==> config.mk <==
export PLATFORM = sky130hd
export DESIGN_NAME = accumulator_unit
export DESIGN_NICKNAME = d
export VERILOG_FILES = /design/src/rtl/acc_pkg.sv /design/src/rtl/add_sub.sv /design/src/rtl/accumulator_unit.sv
export SDC_FILE = /design/constraint.sdc
export NUM_CORES = 1
export LEC_CHECK = 0
export CAP_MARGIN = 25
export CORE_MARGIN = 1.5
export CORE_UTILIZATION = 58
export DETAILED_ROUTE_END_ITERATION = 6
export GPL_TIMING_DRIVEN = 0
export PLACE_DENSITY = 0.86
export SLEW_MARGIN = 5
export SYNTH_ARGS = -nofsm -noshare
export SYNTH_HDL_FRONTEND = slang
export SYNTH_HIERARCHICAL = 1
export SYNTH_SLANG_ARGS = --single-unit
==> constraint.sdc <==
create_clock -name clk -period 12.95 [get_ports clk]
set_clock_uncertainty 0.2 [all_clocks]
set_input_delay 2.59 -clock clk [delete_from_list [all_inputs] [get_ports clk]]
set_output_delay 2.59 -clock clk [all_outputs]
set_load 0.005 [all_outputs]
==> src/rtl/acc_pkg.sv <==
// Shared definitions for the accumulator stage: opcodes, FSM states and the
// bit positions of the flags inside the internal flag vector.
package acc_pkg;

  localparam logic [2:0] OP_CLR = 3'd0;
  localparam logic [2:0] OP_LDA = 3'd1;
  localparam logic [2:0] OP_ADD = 3'd2;
  localparam logic [2:0] OP_ADC = 3'd3;
  localparam logic [2:0] OP_SUB = 3'd4;
  localparam logic [2:0] OP_SBC = 3'd5;
  localparam logic [2:0] OP_CMP = 3'd6;
  localparam logic [2:0] OP_NOP = 3'd7;

  typedef enum logic [1:0] {
    ST_IDLE = 2'd0,
    ST_EXEC = 2'd1,
    ST_WB   = 2'd2
  } state_t;

  localparam int FLAG_C = 0;
  localparam int FLAG_Z = 1;
  localparam int FLAG_N = 2;
  localparam int FLAG_V = 3;

endpackage

==> src/rtl/add_sub.sv <==
// 8-bit ripple adder/subtractor: sum = a + (b ^ {8{m}}) + cin.
// With m=1 and cin=1 this is a - b; cout=1 then means no borrow.
module add_sub (
  input  logic       m,
  input  logic       cin,
  input  logic [7:0] a,
  input  logic [7:0] b,
  output logic [7:0] sum,
  output logic       cout
);

  logic [7:0] y;
  logic [8:0] carry;

  assign y        = b ^ {8{m}};
  assign carry[0] = cin;

  for (genvar i = 0; i < 8; i++) begin : g_bit
    assign sum[i]     = a[i] ^ y[i] ^ carry[i];
    assign carry[i+1] = (a[i] & y[i]) | (carry[i] & (a[i] ^ y[i]));
  end

  assign cout = carry[8];

endmodule

==> src/rtl/accumulator_unit.sv <==
// Accumulator and C/Z/N/V flag stage around add_sub: accept a command in
// IDLE, register the adder result in EXEC, write acc/flags back in WB.
module accumulator_unit
  import acc_pkg::*;
(
  input  logic       clk,
  input  logic       rst,
  input  logic       op_valid,
  output logic       op_ready,
  input  logic [2:0] op_code,
  input  logic [7:0] operand,
  output logic [7:0] acc,
  output logic       flag_c,
  output logic       flag_z,
  output logic       flag_n,
  output logic       flag_v,
  output logic       done
);

  // Handshake: a command transfers on a rising edge where op_valid && op_ready.
  // op_ready is a register that is 1 exactly while the FSM sits in IDLE, so it
  // never depends on op_valid; the producer holds its command until accepted.

  state_t     state;
  logic [2:0] op_q;
  logic [7:0] operand_q;
  logic [3:0] flags;
  logic [7:0] res_q;
  logic       cout_q;
  logic       v_q;

  logic       m;
  logic       cin;
  logic [7:0] sum;
  logic       cout;
  logic       v_calc;

  // Carry-in is read from the live flag register in EXEC, after the previous
  // op's writeback, so chained ADC/SBC need no bypass.
  always_comb begin
    m   = 1'b0;
    cin = 1'b0;
    case (op_q)
      OP_ADC: cin = flags[FLAG_C];
      OP_SUB: begin m = 1'b1; cin = 1'b1; end
      OP_SBC: begin m = 1'b1; cin = flags[FLAG_C]; end
      OP_CMP: begin m = 1'b1; cin = 1'b1; end
      default: begin m = 1'b0; cin = 1'b0; end
    endcase
  end

  add_sub u_add_sub (
    .m    (m),
    .cin  (cin),
    .a    (acc),
    .b    (operand_q),
    .sum  (sum),
    .cout (cout)
  );

  assign v_calc = (acc[7] == (operand_q[7] ^ m)) && (sum[7] != acc[7]);

  always_ff @(posedge clk or posedge rst) begin
    if (rst) begin
      state     <= ST_IDLE;
      op_ready  <= 1'b1;
      done      <= 1'b0;
      acc       <= 8'h00;
      flags     <= 4'b0000;
      op_q      <= OP_NOP;
      operand_q <= 8'h00;
      res_q     <= 8'h00;
      cout_q    <= 1'b0;
      v_q       <= 1'b0;
    end else begin
      case (state)
        ST_IDLE: begin
          done <= 1'b0;
          if (op_valid && op_ready) begin
            op_q      <= op_code;
            operand_q <= operand;
            op_ready  <= 1'b0;
            state     <= ST_EXEC;
          end
        end
        ST_EXEC: begin
          res_q  <= sum;
          cout_q <= cout;
          v_q    <= v_calc;
          state  <= ST_WB;
        end
        ST_WB: begin
          case (op_q)
            OP_CLR: begin
              acc   <= 8'h00;
              flags <= 4'b0000;
              flags[FLAG_Z] <= 1'b1;
            end
            OP_LDA: begin
              acc           <= operand_q;
              flags[FLAG_Z] <= (operand_q == 8'h00);
              flags[FLAG_N] <= operand_q[7];
            end
            OP_ADD, OP_ADC, OP_SUB, OP_SBC: begin
              acc           <= res_q;
              flags[FLAG_C] <= cout_q;
              flags[FLAG_Z] <= (res_q == 8'h00);
              flags[FLAG_N] <= res_q[7];
              flags[FLAG_V] <= v_q;
            end
            OP_CMP: begin
              flags[FLAG_C] <= cout_q;
              flags[FLAG_Z] <= (res_q == 8'h00);
              flags[FLAG_N] <= res_q[7];
            end
            default: begin
            end
          endcase
          done     <= 1'b1;
          op_ready <= 1'b1;
          state    <= ST_IDLE;
        end
        default: begin
          op_ready <= 1'b1;
          done     <= 1'b0;
          state    <= ST_IDLE;
        end
      endcase
    end
  end

  assign flag_c = flags[FLAG_C];
  assign flag_z = flags[FLAG_Z];
  assign flag_n = flags[FLAG_N];
  assign flag_v = flags[FLAG_V];

endmodule

* After elaboration in Yosys (flattened, before gate mapping)
Cells that the tools add are included.
** Cells by class
- Eq/ne operators :: 11
- Muxes and demuxes :: 11
- Bitwise logic cells :: 43
- Reduce and logical (&&, ||, !) cells :: 21
** Operators with widths (count)
- 8-bit one-hot mux with 3 select lines :: 1
- 1-bit XOR :: 17
- 1-bit bitwise AND :: 16
- 8-bit zero test :: 2
- 2-bit AND reduction :: 6
- 1-bit one-hot mux with 2 select lines :: 5
- 3-bit == test, second input constant :: 3
- 1-bit bitwise OR :: 8
- 8-bit XOR :: 1
- 3-bit by 2-bit == test with 1-bit output, second input constant :: 2
- 2-bit one-hot mux with 3 select lines :: 1
- 3-bit nonzero test :: 2
- 5-bit OR reduction :: 1
- 2-bit one-hot mux with 2 select lines :: 1
- 2-bit nonzero test :: 2
- 2-bit OR reduction :: 2
- 4-bit OR reduction :: 1
- 3-bit by 1-bit == test with 1-bit output, second input constant :: 1
- 3-bit zero test :: 1
- 3-bit OR reduction :: 1
- 2-bit by 1-bit == test with 1-bit output, second input constant :: 1
- 2-bit == test, second input constant :: 1
- 1-bit logical AND :: 2
- 2-bit zero test :: 1
- other kinds (6) :: 7
** Storage, ports and cells
- Register bits after elaboration :: 37
- Bits of input ports :: 14
- Output and inout port bits :: 14
- Word-level logic and storage cells :: 98

* Logic depth before layout (Yosys ltp)
- Word-level depth :: 22
- Depth in mapped cells :: 18
- Gate-level depth less buffers :: 17

* Hierarchy
The synthesis kept the hierarchy.
** By module, submodules not included
- accumulator_unit :: instances 1, cells each 155, area an instance 1685.4 µm²
- add_sub :: instances 1, cells each 33, area an instance 301.5 µm²

* Worst setup path before layout
OpenSTA, ideal clock, no wires.
- Path kind :: flip-flop to flip-flop
- From :: register op_q[1]
- To :: register v_q
- Library setup time :: 126 ps
- Data arrival time :: 4501 ps
- Required time :: 12624 ps
- Slack :: 8123 ps
- Stages on the path, launching flop included :: 18
- Buffers on the path :: 2
- Period minus slack after synthesis :: 4827 ps
- Cells stage by stage :: dfstp_2 buf_6 a21boi_2 buf_6 xnor2_1 fa_1 inv_1 fa_1 inv_1 fa_1 fa_1 fa_1 fa_1 fa_1 inv_1 fa_1 nor3b_1 a221o_1
** Between the ends
- Word-level cells in the longest chain between the ends :: 22
** RTL lines
- start: declaration :: line accumulator_unit.sv:25 : logic [2:0] op_q;
- start signal: assignment :: line accumulator_unit.sv:80 : op_q <= op_code;
- 3-bit == test :: line accumulator_unit.sv:43 : case (op_q)
- 3-bit OR reduction (no line) (*)
- 1-bit 2-to-1 mux (*) :: line accumulator_unit.sv:43
- net m :: line accumulator_unit.sv:32 : logic m;
- 8-bit XOR (*) :: line add_sub.sv:15 : assign y = b ^ {8{m}};
- 1-bit XOR :: line add_sub.sv:20 : assign carry[i+1] = (a[i] & y[i]) | (carry[i] & (a[i] ^ y[i]));
- 1-bit bitwise AND :: line add_sub.sv:20
- 1-bit bitwise OR :: line add_sub.sv:20
- (+8 left out)
- 1-bit bitwise AND :: line add_sub.sv:20
- 1-bit bitwise OR :: line add_sub.sv:20
- 1-bit bitwise AND :: line add_sub.sv:20
- 1-bit bitwise OR :: line add_sub.sv:20
- 1-bit XOR (*) :: line add_sub.sv:19 : assign sum[i] = a[i] ^ y[i] ^ carry[i];
- net sum[7] :: line accumulator_unit.sv:34 : logic [7:0] sum;
- 1-bit inequality test (*) :: line accumulator_unit.sv:61 : assign v_calc = (acc[7] == (operand_q[7] ^ m)) && (sum[7] != acc[7]);
- 1-bit logical AND (*) :: line accumulator_unit.sv:61
- end signal: assignment :: line accumulator_unit.sv:89 : v_q <= v_calc;
- end: declaration :: line accumulator_unit.sv:30 : logic v_q;
The timed path passes the listed nets; every way through them passes the cells marked *.
A chain may end at the register's enable or synchronous reset.

* Final worst setup path
Ends and elaborated chain as after synthesis.

==> flow_summary_export.csv <==
group,metric,value,unit
yosys,syn_area,1990,um^2
floorplan,placementRows,21,
power,p_leak,1.05,nW
power,pwr-share-clk,0.094,
route,routedWlPerCell,14.9,um
route,drc_errors,0,
power,p_per_area,270,nW/um^2
worst_setup_path,crit_path_cell_trace,"buf_6, a21boi_2, buf_6, xnor2_1, fa_1, inv_1, fa_1, inv_1, fa_1, fa_1, fa_1, fa_1, fa_1, inv_1, fa_1, nor3b_1, a221o_1",
worst_setup_path,path_max_fanout,10,
worst_setup_path,critical_path_class,"reg -> reg",
clock_network,htree_num_levels,2,
route,num_vias,1446,
power,power_frac_seq,0.346,
sta,fin_crit,5.08,ns
sta,finalMaxSlewViolations,0,
placement,preCtsSetupSlack,7.84,ns
hold_path,hp-class,"reg -> reg",
sta,max_slew_margin,0.501,
sta,finalHoldViolCount,0,
power,internal-power,0.000363,W
grt,grt-ovfl-total,0,
yosys,avgSynthCellArea,10.6,um^2
cells_and_area,drive_gt1_frac,0.179,
grt,globalRouteTotalUtil,0.250,
floorplan,ios,28,
yosys,synth_ff_type,"dfrtp_1",
clock_network,root_buffer,"clkbuf_4",
clock_network,cts_buffers,5,
power,irDropWorstVdd,0.157,mV
worst_setup_path,startpoint,"op_q[1]$_DFFE_PP1P_",
worst_setup_path,crit_buf_inv,5,
sta,hold_ws,0.302,ns
sta,timing.final.ws_setup,7.87,ns
route,routed_via_density,5.38,
sta,rsz0062_at_grt,"no",
grt,antenna_found_initial,0,
cells_and_area,n_antenna_cell,0,
yosys,syn_nets,210,
floorplan,start_util,0.600,
hold_path,min_from,"op_ready$_DFFE_PP1P_",
clock_network,cts.sinks,37,
clock_network,cts_resized,0,
yosys,synth_edf_count,0,
clock_network,path_clk_slew,0.10,ns
sta,min_period_over_period,0.393,
power,p_switching,0.000276,W
worst_setup_path,crit_path_frequent_cell,"fa_1",
yosys,yosysUniqueCellTypes,37,
run_status,run_status,"finished clean",
sta,tns,0,ns
floorplan,die_area,3790,um^2
placement,portBuffers,27,
floorplan,dieWidth,61.5,um
grt,grt_pass1_vias,1463,
clock_network,cts_hold_buffers,0,
run,cap_violations,0,
worst_setup_path,cp-start-kind,"register",
route,dr.pass1.iters,4,
clock_network,cts_tree,"yes",
sta,max_freq,197,MHz
cells_and_area,area_delta_synth_final,19.1,%
yosys,synth-seq-cells,37,
yosys,yosys_warnings,6,
floorplan,coreArea,3310,um^2
yosys,netlist_instances,188,
worst_setup_path,slowest_delay,0.54,ns
placement,place.gp.congestion,0.770,
worst_setup_path,critPathTopFamily,"adder cells",
worst_setup_path,slowest_stage,"dfstp_2",
power,p_comb_frac,0.560,
power,swShare,0.431,
sta,setup_viol,0,
clock_network,clk_latency,0.37,ns
worst_setup_path,crit_path_end_kind,"register",
floorplan,die_h,61.5,um
grt,grt_max_degree,38,
power,p_total,0.000639,W
sta,tightest_slew,0.747,ns
worst_setup_path,crit_arrival,5.14,ns
route,dr.first_iter.drc_count,99,
clock_network,clockBufferDepth,2,
grt,grt_pass1_wl,6650,um
cells_and_area,fin_nets,244,
placement,hpwl,2910,um
yosys,ys_seq_area_frac,0.469,
route,final_antenna_net_count,0,
worst_setup_path,r2r_start,"op_q[1]$_DFFE_PP1P_",
cells_and_area,mostFrequentLayoutCells,"nand2_1, dfrtp_1, clkdlybuf4s50_1",
route,drt-total-wl,4010,um
clock_network,cts_post_setup_buffers_inserted,0,
yosys,async_flop_share,1.00,
cells_and_area,final_common_cell,"nand2_1",
worst_setup_path,crit_required,13.00,ns
state kept, by name (all words and copies together) (netlist names):
| register | count |
|---|---|
| op_q | 3 |
| op_ready | 1 |
| flags | 4 |
| done | 1 |
| acc | 8 |
| operand_q | 8 |
| res_q | 8 |
| cout_q | 1 |
| state | 2 |
| v_q | 1 |
synth_stat cells (2+ instances only):
library cell / count / area, um^2
nand2_1: 44 / 165
mux2_2: 11 / 124
xnor2_1: 7 / 61.3
a21oi_1: 2 / 10.0
a22oi_1: 8 / 60.1
buf_2: 3 / 15.0
inv_1: 19 / 71.3
nor2_1: 4 / 15.0
buf_6: 3 / 33.8
o21ai_0: 4 / 20.0
dfstp_2: 4 / 105
xor2_1: 2 / 17.5
o21ai_1: 9 / 45.0
nand3_1: 2 / 10.0
fa_1: 8 / 160
dfrtp_1: 33 / 826
nor4_1: 4 / 25.0
buf_4: 2 / 15.0
metrics by stage:
step            util  cells  area (um^2)
3_5_place_dp   0.699    261         2310
6_report       0.715    269         2370
2_1_floorplan      -    188         1990
5_1_grt        0.715    269         2370
3_3_place_gp   0.699    261         2310
4_1_cts        0.715    269         2370
final timing paths:
path | endpoint | slack [ns] | depth (start not counted)
max reg2reg | v_q$_DFFE_PP0N_ | 7.87 | 17
max in group asynchronous | cout_q$_DFFE_PP0N_ | 9.61 | 2
min in group asynchronous | operand_q[6]$_DFFE_PP0P_ | 2.47 | 2
min reg2reg | op_ready$_DFFE_PP1P_ | 0.30 | 2
min | op_ready$_DFFE_PP1P_ | 0.30 | 2
max | v_q$_DFFE_PP0N_ | 7.87 | 17
per-layer routing:
layer,track usage,wire length (um)
met5,0,0
met2,0.405,2050
met1,0.314,1630
met4,0.0942,78
met3,0.0819,250
worst reg2reg max path, stage by stage (launching register included):
cell and delay, ns:
dfstp_2 0.54, buf_6 0.14, a21boi_2 0.09, buf_6 0.16
xnor2_1 0.14, fa_1 0.37, inv_1 0.10, fa_1 0.18
inv_1 0.06, fa_1 0.41, fa_1 0.42, fa_1 0.39
fa_1 0.40, fa_1 0.37, inv_1 0.08, fa_1 0.45
nor3b_1 0.16, a221o_1 0.31
cell type report:
class | count | area, um^2
tap | 46 | 57.6
clock buffer | 6 | 41.3
fill | 267 | 945
inverter | 19 | 71.3
timing repair buffer | 27 | 270
buffer | 8 | 63.8
sequential | 37 | 931
multi-input combinational | 124 | 921
clock inverter | 2 | 10.0
power groups by stage:
stage / Sequential [W] / Clock (W) / Combinational [W]
after CTS: 0.000221 / 0.0000607 / 0.000360
after detailed placement: 0.000224 / 0 / 0.000357
after floorplan: 0.000212 / 0 / 0.000261
after global placement: 0.000221 / 0 / 0.000341
after global routing: 0.000229 / 0.0000657 / 0.000403
final: 0.000221 / 0.0000599 / 0.000358
cells by family after synthesis:
group	after synthesis	share of synthesized area
DFF	37	0.469
muxes	11	0.0623
and+or+nand+nor	65	0.166
AOI/OAI and AO/OA	30	0.101
adders and majority gates	8	0.0806
buffers and inverters	27	0.0680
xor gates and xnor gates	10	0.0535
(Power assumes the default switching activity.)
